<file path="config.mk">
export PLATFORM = sky130hd
export DESIGN_NAME = keypad_num_entry
export DESIGN_NICKNAME = d
export VERILOG_FILES = /design/src/rtl/keypad_num_entry.sv
export SDC_FILE = /design/constraint.sdc
export NUM_CORES = 1
export LEC_CHECK = 0
export CAP_MARGIN = 10
export CORE_ASPECT_RATIO = 1.1
export CORE_MARGIN = 2
export CORE_UTILIZATION = 45
export DETAILED_ROUTE_END_ITERATION = 10
export GPL_TIMING_DRIVEN = 0
export PLACE_DENSITY = 0.71
export RECOVER_POWER = 25
export SYNTH_ARGS = -nofsm -noshare
export SYNTH_HDL_FRONTEND = slang
export SYNTH_SLANG_ARGS = --single-unit
export TNS_END_PERCENT = 20
</file>
<file path="constraint.sdc">
create_clock -name clk -period 11.5 [get_ports clk]
set_input_delay 3.45 -clock clk [delete_from_list [all_inputs] [get_ports clk]]
set_output_delay 3.45 -clock clk [all_outputs]
set_load 0.03 [all_outputs]
</file>
<file path="src/rtl/keypad_num_entry.sv">
// keypad_num_entry: 4x4 active-low keypad scanner with sweep debounce
// and 4-digit decimal entry (digits, backspace, clear, enter).
module keypad_num_entry #(
  parameter int unsigned SIZE = 16,
  parameter logic [31:0] DIV  = 32'd100_000,
  parameter int unsigned DEB  = 4
) (
  input  logic            clk,
  input  logic            rst_n,
  input  logic [3:0]      row,
  output logic [3:0]      col,
  output logic [SIZE-1:0] entry,
  output logic [SIZE-1:0] num,
  output logic            valid,
  output logic            key_pulse,
  output logic [3:0]      key_code
);

  localparam int unsigned DW = (DEB > 1) ? $clog2(DEB) : 1;
  localparam logic [DW-1:0] DMAX = DW'(DEB - 1);
  localparam int unsigned XW = SIZE + 4;
  localparam logic [XW-1:0] TEN_X = XW'(10);
  localparam logic [XW-1:0] MAX_X = XW'(9999);
  localparam logic [SIZE-1:0] TEN_S = SIZE'(10);

  typedef enum logic {RELEASED, HELD} state_t;

  logic [31:0]     cnt;
  logic [1:0]      idx;
  logic            tick;
  logic [15:0]     snap;
  logic [15:0]     snap_nx;
  logic [15:0]     prev;
  logic [15:0]     stable;
  logic [DW-1:0]   deb;
  logic            upd;
  logic [4:0]      ones;
  logic [3:0]      pos;
  logic [3:0]      code;
  logic [XW-1:0]   ent_x;
  state_t          state_q;
  state_t          state_d;
  logic [SIZE-1:0] entry_d;
  logic [SIZE-1:0] num_d;
  logic            valid_d;
  logic            pulse_d;
  logic [3:0]      code_d;

  // Snapshot bit {c,r} set when row r reads closed on column c.
  function automatic logic [3:0] key_map(input logic [3:0] p);
    logic [3:0] k;
    case (p)
      4'h0: k = 4'h1;
      4'h1: k = 4'h4;
      4'h2: k = 4'h7;
      4'h3: k = 4'hE;
      4'h4: k = 4'h2;
      4'h5: k = 4'h5;
      4'h6: k = 4'h8;
      4'h7: k = 4'h0;
      4'h8: k = 4'h3;
      4'h9: k = 4'h6;
      4'hA: k = 4'h9;
      4'hB: k = 4'hF;
      4'hC: k = 4'hA;
      4'hD: k = 4'hB;
      4'hE: k = 4'hC;
      default: k = 4'hD;
    endcase
    return k;
  endfunction

  assign tick = (cnt == DIV - 32'd1);
  assign col  = ~(4'b0001 << idx);

  // Merge the current column's rows into the sweep snapshot.
  always_comb begin
    snap_nx = snap;
    for (int r = 0; r < 4; r++) begin
      snap_nx[{idx, 2'(r)}] = ~row[r];
    end
  end

  // Dwell counter, column rotation and snapshot capture.
  always_ff @(posedge clk) begin
    if (!rst_n) begin
      cnt  <= '0;
      idx  <= '0;
      snap <= '0;
    end else if (tick) begin
      cnt  <= '0;
      idx  <= idx + 2'd1;
      snap <= snap_nx;
    end else begin
      cnt  <= cnt + 32'd1;
    end
  end

  // Sweep-to-sweep debounce feeding the stable key map.
  always_ff @(posedge clk) begin
    if (!rst_n) begin
      prev   <= '0;
      stable <= '0;
      deb    <= '0;
      upd    <= 1'b0;
    end else begin
      upd <= 1'b0;
      if (tick && idx == 2'd3) begin
        prev <= snap_nx;
        if (snap_nx == prev) begin
          if (deb != DMAX) deb <= deb + DW'(1);
          if (deb >= DMAX) begin
            stable <= snap_nx;
            upd    <= 1'b1;
          end
        end else begin
          deb <= '0;
        end
      end
    end
  end

  // Count closed keys and remember the last one seen.
  always_comb begin
    ones = '0;
    pos  = '0;
    for (int i = 0; i < 16; i++) begin
      if (stable[i]) begin
        ones = ones + 5'd1;
        pos  = 4'(i);
      end
    end
  end

  assign code = key_map(pos);

  // Press/release FSM and key actions on entry/num.
  always_comb begin
    state_d = state_q;
    pulse_d = 1'b0;
    valid_d = 1'b0;
    code_d  = key_code;
    entry_d = entry;
    num_d   = num;
    ent_x   = XW'(entry) * TEN_X + XW'(code);
    unique case (state_q)
      RELEASED: begin
        if (upd && ones == 5'd1) begin
          state_d = HELD;
          pulse_d = 1'b1;
          code_d  = code;
          unique case (1'b1)
            (code <= 4'd9): begin
              if (ent_x <= MAX_X) entry_d = ent_x[SIZE-1:0];
            end
            (code == 4'hE): entry_d = entry / TEN_S;
            (code == 4'hF): begin
              num_d   = entry;
              valid_d = 1'b1;
              entry_d = '0;
            end
            default: entry_d = '0;
          endcase
        end
      end
      HELD: begin
        if (upd && stable == '0) state_d = RELEASED;
      end
      default: state_d = RELEASED;
    endcase
  end

  // Register FSM state and all visible outputs.
  always_ff @(posedge clk) begin
    if (!rst_n) begin
      state_q   <= RELEASED;
      entry     <= '0;
      num       <= '0;
      valid     <= 1'b0;
      key_pulse <= 1'b0;
      key_code  <= '0;
    end else begin
      state_q   <= state_d;
      entry     <= entry_d;
      num       <= num_d;
      valid     <= valid_d;
      key_pulse <= pulse_d;
      key_code  <= code_d;
    end
  end

endmodule

</file>
# Yosys cells after proc, flatten, opt, wreduce, memory -nomap -nowiden
# Memories as Yosys holds them, arrays and structs flattened.
# Index checks and enable logic that the tools add are counted.
# W data, S select, Z words.
dict set report op_classes {
  addsub 19
  n_mul 1
  div 1
  magnitude_cmp 11
  eq_ne 9
  shifts 1
  mux 52
  n_bitwise 8
  n_reduce_logical 17
}
# operator count
set ops {}
lappend ops {{$add A5 B1 Y5 const B} 15}
lappend ops {{$mux W5} 15}
lappend ops {{$bwmux W16} 4}
lappend ops {{$mux W4} 14}
lappend ops {{$add A32 B1 Y32 const B} 1}
lappend ops {{$eq A32 B17 Y1 const B} 1}
lappend ops {{$pmux W16 S2} 1}
lappend ops {{$add A20 B4 Y20} 1}
lappend ops {{$le A20 B14 Y1 const B} 1}
lappend ops {{$lt A4 B5 Y1 const B} 4}
lappend ops {{$mul A16 B3 Y19 const B} 1}
lappend ops {{$div A16 B4 Y16 const B} 1}
lappend ops {{$eq A16 B16 Y1} 1}
lappend ops {{$ge A4 B1 Y1 const B} 4}
lappend ops {{$logic_not A16 Y1} 1}
lappend ops {{$mux W16} 1}
lappend ops {{$reduce_and A3 Y1} 4}
lappend ops {{$mux W1} 10}
lappend ops {{$demux W1 S2} 4}
lappend ops {{$eq A4 B4 Y1 const B} 2}
lappend ops {{$logic_and A1 B1 Y1} 7}
lappend ops {{$not A1 Y1} 7}
lappend ops {{$eq A5 B1 Y1 const B} 1}
lappend ops {{$add A2 B1 Y2 const B} 2}
lappend ops {{other kinds (12)} 16}
dict set report totals {
  register_bits 124
  mem_bits_ro 64
  in_bits 6
  output_inout_bits 42
  wordCells 133
  mem_count 1
}
# memory depth width read_ports rd_clocked_by_memory_dff write_ports line_no
set memory_table {}
lappend memory_table {{(name not given)} 16 4 1 0 0 52} ;# case (p)

# Longest topological paths before layout
dict set report logic_depth {
  word_depth 35
  depth_mapped 50
  ltp_nobuf 49
}

# Worst setup path before layout
# OpenSTA, ideal clock, no wires.
dict set report synth_timing {
  kind {reg-to-reg}
  startpoint {register stable[0]}
  endpoint {register num[10]}
  arrival_ps 8882
  t_required_ps 11372
  slack_ps 2491
  stages_incl_launch_ff 51
  synth_period_minus_slack_ps 9009
  cell_sequence {dfxtp_1 -> inv_1 -> ha_1 -> buf_2 -> xor2_1 -> ha_1 -> nand2_1 -> o31ai_1 -> ha_1 -> nor2_1 -> nor2_1 -> ha_1 -> nand2_1 -> o31ai_1 -> ha_1 -> nand2_1 -> o21ai_0 -> nor2_1 -> [15 not listed] -> inv_1 -> ha_1 -> nand2_1 -> o21a_1 -> inv_1 -> ha_1 -> mux2_2 -> ha_1 -> mux2_2 -> ha_1 -> nor3b_1 -> a22o_1 -> o221ai_2 -> or3_1 -> buf_4 -> buf_6 -> mux2i_1 -> nor2_1}
}
dict set report synth_via {
  elab_chain_cells 34
}
# item line_no
set synth_rtl {}
lappend synth_rtl {{start, declared} 34} ;# logic [15:0] stable;
lappend synth_rtl {{start signal, assigned} 113} ;# stable <= snap_nx;
lappend synth_rtl {{$mux W1 (*)} 128} ;# if (stable[i]) begin
lappend synth_rtl {{$add A5 B1 Y5} 129} ;# ones = ones + 5'd1;
lappend synth_rtl {{$mux W5 (*)} 128}
lappend synth_rtl {{$add A5 B1 Y5} 129}
lappend synth_rtl {{$mux W5 (*)} 128}
lappend synth_rtl {{$add A5 B1 Y5} 129}
lappend synth_rtl {{$mux W5 (*)} 128}
lappend synth_rtl {{$add A5 B1 Y5} 129}
lappend synth_rtl {{[18 not listed]} -}
lappend synth_rtl {{$mux W5 (*)} 128}
lappend synth_rtl {{$add A5 B1 Y5} 129}
lappend synth_rtl {{$mux W5 (*)} 128}
lappend synth_rtl {{$add A5 B1 Y5} 129}
lappend synth_rtl {{$mux W5 (*)} 128}
lappend synth_rtl {{$eq A5 B1 Y1 (*)} 148} ;# if (upd && ones == 5'd1) begin
lappend synth_rtl {{$logic_and A1 B1 Y1 (*)} 148}
lappend synth_rtl {{$reduce_and A3 Y1 (no source line) (*)} -}
lappend synth_rtl {{end signal, assigned} 185} ;# num <= num_d;
lappend synth_rtl {{end, declared} 13} ;# output logic [SIZE-1:0] num,
# Mark *: on every way between the ends. The rest lies on a longest branch, timed or not.
# A chain may end at the register's enable or synchronous reset.

# Final worst setup path
dict set report layout_timing {
  startpoint {register stable[0]}
  endpoint {register entry[5]}
}
dict set report layout_via {
  elab_chain_cells 34
}
# item line_no
set layout_rtl {}
lappend layout_rtl {{$mux W1 (*)} 128}
lappend layout_rtl {{$add A5 B1 Y5} 129}
lappend layout_rtl {{$mux W5 (*)} 128}
lappend layout_rtl {{$add A5 B1 Y5} 129}
lappend layout_rtl {{$mux W5 (*)} 128}
lappend layout_rtl {{$add A5 B1 Y5} 129}
lappend layout_rtl {{$mux W5 (*)} 128}
lappend layout_rtl {{$add A5 B1 Y5} 129}
lappend layout_rtl {{[18 not listed]} -}
lappend layout_rtl {{$mux W5 (*)} 128}
lappend layout_rtl {{$add A5 B1 Y5} 129}
lappend layout_rtl {{$mux W5 (*)} 128}
lappend layout_rtl {{$add A5 B1 Y5} 129}
lappend layout_rtl {{$mux W5 (*)} 128}
lappend layout_rtl {{$eq A5 B1 Y1 (*)} 148}
lappend layout_rtl {{$logic_and A1 B1 Y1 (*)} 148}
lappend layout_rtl {{$reduce_and A3 Y1 (no source line) (*)} -}
lappend layout_rtl {{end signal, assigned} 184} ;# entry <= entry_d;
lappend layout_rtl {{end, declared} 12} ;# output logic [SIZE-1:0] entry,
# Marks and branches as above.

==> summary.md <==
• **number of slew-limit violations in the final report** 0
• **Post-Layout Cell Count** 1573
• **utilization after layout** 52.86%
• **required time of the critical path** 11800 ps
• **vias** 8923
• **Post-layout nets** 1336
• **leakage power total** 4.499 nW
• **full die area** 22460 um2
• **worst path arrival time** 10510 ps
• **critical path launch point type** flop
• **delay of the slowest cell on the worst path** 390 ps
• **GPL Wtd Cong** 0.8938
• **Clock Skew** 8.074 ps
• **detailed placement HPWL** 18.30 mm
• **maximum net fanout on the critical path** 10
• **async set or reset register ratio after synthesis** 0%
• **Mapped Avg Cell Area** 7.905 um2
• **die width** 143.1 um
• **vias in the first global route** 8254
• **DR pass1 iterations** 5
• **antenna diode count** 0
• **most numerous cell on the critical path** ha_1
• **total of cells resized after clock tree synthesis** 0
• **Hold Path Class** reg -> reg
• **Post-Synthesis Cells** 1211
• **Highest Clock Rate** 0.09794 GHz
• **Period minus WS final** 10210 ps
• **number of primary I/O pins** 48
• **buffer depth of the longest clock path** 2
• **area growth from synthesis to layout** 14.38%
• **commonest cells after routing, fill and taps aside** nor2_1 (175), dfxtp_1 (124), nand2_1 (116), a21oi_1 (73), xnor2_1 (54)
• **setup repair after global routing missed its margin** no
• **DRC violations left** 0
• **number of synthesis warnings** 0
• **most frequently used flop master after synthesis** dfxtp_1
• **tightest slew margin relative to the limit** 26.16%
• **setup repair bufs after CTS** 0
• **worst hold-check slack** 467.7 ps
• **initial cell density of the core** 46.22%
• **Combinational Power Share** 1.7%
• **worst-path cell with the longest stage delay** a21oi_2
• **first-pass GRT wire length** 40.55 mm
• **register share of total power** 44.2%
• **register area share after synthesis** 25.93%
• **setup tns final** 0 ps
• **class of the most critical setup path** reg -> reg
• **most frequent standard cell in the layout excluding fill and tap cells** nor2_1
• **Clock Sinks** 124
• **largest net degree at the start of global routing** 17
• **die height** 157.0 um
• **Hold Buf Count CTS** 0
• **Placed Instances** 1539
• **proportion of layout cells with a drive suffix above 1** 7.686%
• **Clock Latency Late Sink** 430 ps
• **TritonCTS clock tree** yes
• **endpoint kind of the worst setup timing path** flop
• **net switching power** 0.0002530 W
• **setup violators final** 0
• **switching share of power** 25.94%
• **period utilisation layout** 88.78%
• **Post-Route WL** 24.60 mm
• **via-per-instance ratio** 5.673
• **clock transition at the register clock pins on the worst setup and hold paths after CTS** 70 ps
• **number of antenna violations at the first check in global routing** 0
• **Cell Rows** 55
• **number of synthesized flops with an enable pin** 0
• **clock power share** 54.0%
• **actual slew at the worst max-slew pin** 1097 ps
• **number of nets still failing antenna checks after routing** 0
• **outcome** finished clean
• **CTS H-tree depth** 4
• **post-synthesis net count** 1272
• **Synth Cell Area** 9573 um2
• **global routing usage summed across all routing layers** 22.25%
• **drt initial violations** 705
• **Netlist cell types** 98
• **Wirelength per Cell** 15.64 um
• **total power divided by cell area** 89.05 nW/um2
• **largest voltage drop on the vdd net** 0.1031 mV
• **MaxCap Viol Count** 0
• **Clock Root Buffer** clkbuf_16
• **register bit total from synthesis** 124
• **area of the core** 20710 um2
• **gr ovfl total** 0
• **Final Hold Violating Endpoints** 0
• **P_int** 0.0007221 W
• **cts bufs inserted** 17
• **quantity of I/O buffers inserted on ports** 42
cell type report:
cell class / count / area (um2)
Buffer: 71 / 307.8
Clock buffer: 17 / 425.4
Clock inverter: 15 / 153.9
Fill cell: 2005 / 9764
Inverter: 46 / 172.7
Multi-Input combinational cell: 970 / 6610
Sequential cell: 124 / 2482
Tap cell: 285 / 356.6
Timing Repair Buffer: 45 / 440.4
stage by stage:
step	total power [W]	setup slack, ps	area [um2]
after floorplan	0.0004518	2491	9573
after global placement	0.0004577	1587	10350
after detailed placement	0.0004581	1389	10360
after CTS	0.0009844	1383	10940
after global routing	0.001004	684.8	10950
final	0.0009750	1290	10950
worst max-delay path: cells and delay by family, from the launching register on:
kind | cells | cell delay (ps)
XOR/XNOR | 1 | 150
adder cells (fa/ha/maj) | 14 | 3950
flip-flops | 1 | 360
multiplexers | 4 | 1040
buffers and inverters | 7 | 860
AND/OR/NAND/NOR | 12 | 1500
AO/OA/AOI/OAI | 11 | 2210
synth_stat cells, types with 4 or more instances:
master / n / area share, %
nor2_1: 175 / 6.9
dfxtp_1: 124 / 26
nand2_1: 116 / 4.5
a21oi_1: 73 / 3.8
xnor2_1: 54 / 4.9
ha_1: 53 / 6.9
mux2i_1: 53 / 5.5
clkbuf_1: 48 / 1.9
inv_1: 44 / 1.7
xor2_1: 40 / 3.7
nand3_1: 38 / 2.0
o21ai_0: 30 / 1.6
a211oi_1: 24 / 1.9
nor3_1: 22 / 1.2
nor4_1: 22 / 1.4
nand4_1: 19 / 1.2
and3_1: 15 / 0.98
buf_2: 14 / 0.73
nand2b_1: 14 / 0.91
o21a_1: 14 / 1.1
nor2b_1: 13 / 0.85
a31oi_1: 12 / 0.78
o22ai_1: 10 / 0.65
nor3b_1: 9 / 0.71
o31ai_1: 8 / 0.63
a22oi_1: 7 / 0.55
o221ai_1: 7 / 0.64
or3_1: 7 / 0.46
and2_1: 6 / 0.39
a21o_1: 5 / 0.39
mux2_2: 5 / 0.59
o211a_1: 5 / 0.52
o2bb2ai_1: 5 / 0.46
xnor2_4: 5 / 1.4
a221oi_1: 4 / 0.37
a31o_2: 4 / 0.37
clkbuf_2: 4 / 0.21
o2111a_1: 4 / 0.47
o22a_1: 4 / 0.37
or4_1: 4 / 0.31
xnor2_2: 4 / 0.68
cell families after synthesis:
group	after synthesis	share of synthesized area (%)
and+or+nand+nor	480	23.72
AOI/OAI and AO/OA	266	19.74
DFF	124	25.93
buffers and inverters	117	5.019
xor gates and xnor gates	107	11.68
muxes	59	6.248
adders and majority gates	58	7.659
final timing paths:
kind              slack [ps]  cells past startpoint  endpoint       from
setup / recovery        1290                     49  entry[5]  stable[0]
hold / removal           470                      2   prev[1]    prev[1]
setup reg to reg        1290                     49  entry[5]  stable[0]
hold reg to reg          470                      2   prev[1]    prev[1]
routing by layer:
layer / GRT usage [%] / up-vias / share of wire [%]
li1: - / 4450 / -
met1: 30.08 / 4163 / 47
met2: 35.75 / 262 / 46
met3: 3.864 / 48 / 4.8
met4: 7.779 / 0 / 2.3
met5: 0 / - / 0
power by group through the flow:
| stage | Clock [W] | Sequential [W] | Combinational [W] |
|---|---|---|---|
| floorplan | 0 | 0.000441 | 0.0000111 |
| global placement | 0 | 0.000441 | 0.0000169 |
| detailed placement | 0 | 0.000441 | 0.0000172 |
| CTS | 0.000536 | 0.000431 | 0.0000172 |
| global route | 0.000554 | 0.000431 | 0.0000189 |
| finish | 0.000527 | 0.000431 | 0.0000169 |
sequential cells by signal (all words and copies together), names as in the netlist:
name,flops
cnt,32
deb,2
entry,16
idx,2
key_code,4
key_pulse,1
num,16
prev,16
snap,16
stable,16
state_q,1
upd,1
valid,1
Power figures use the tool's default switching activity.
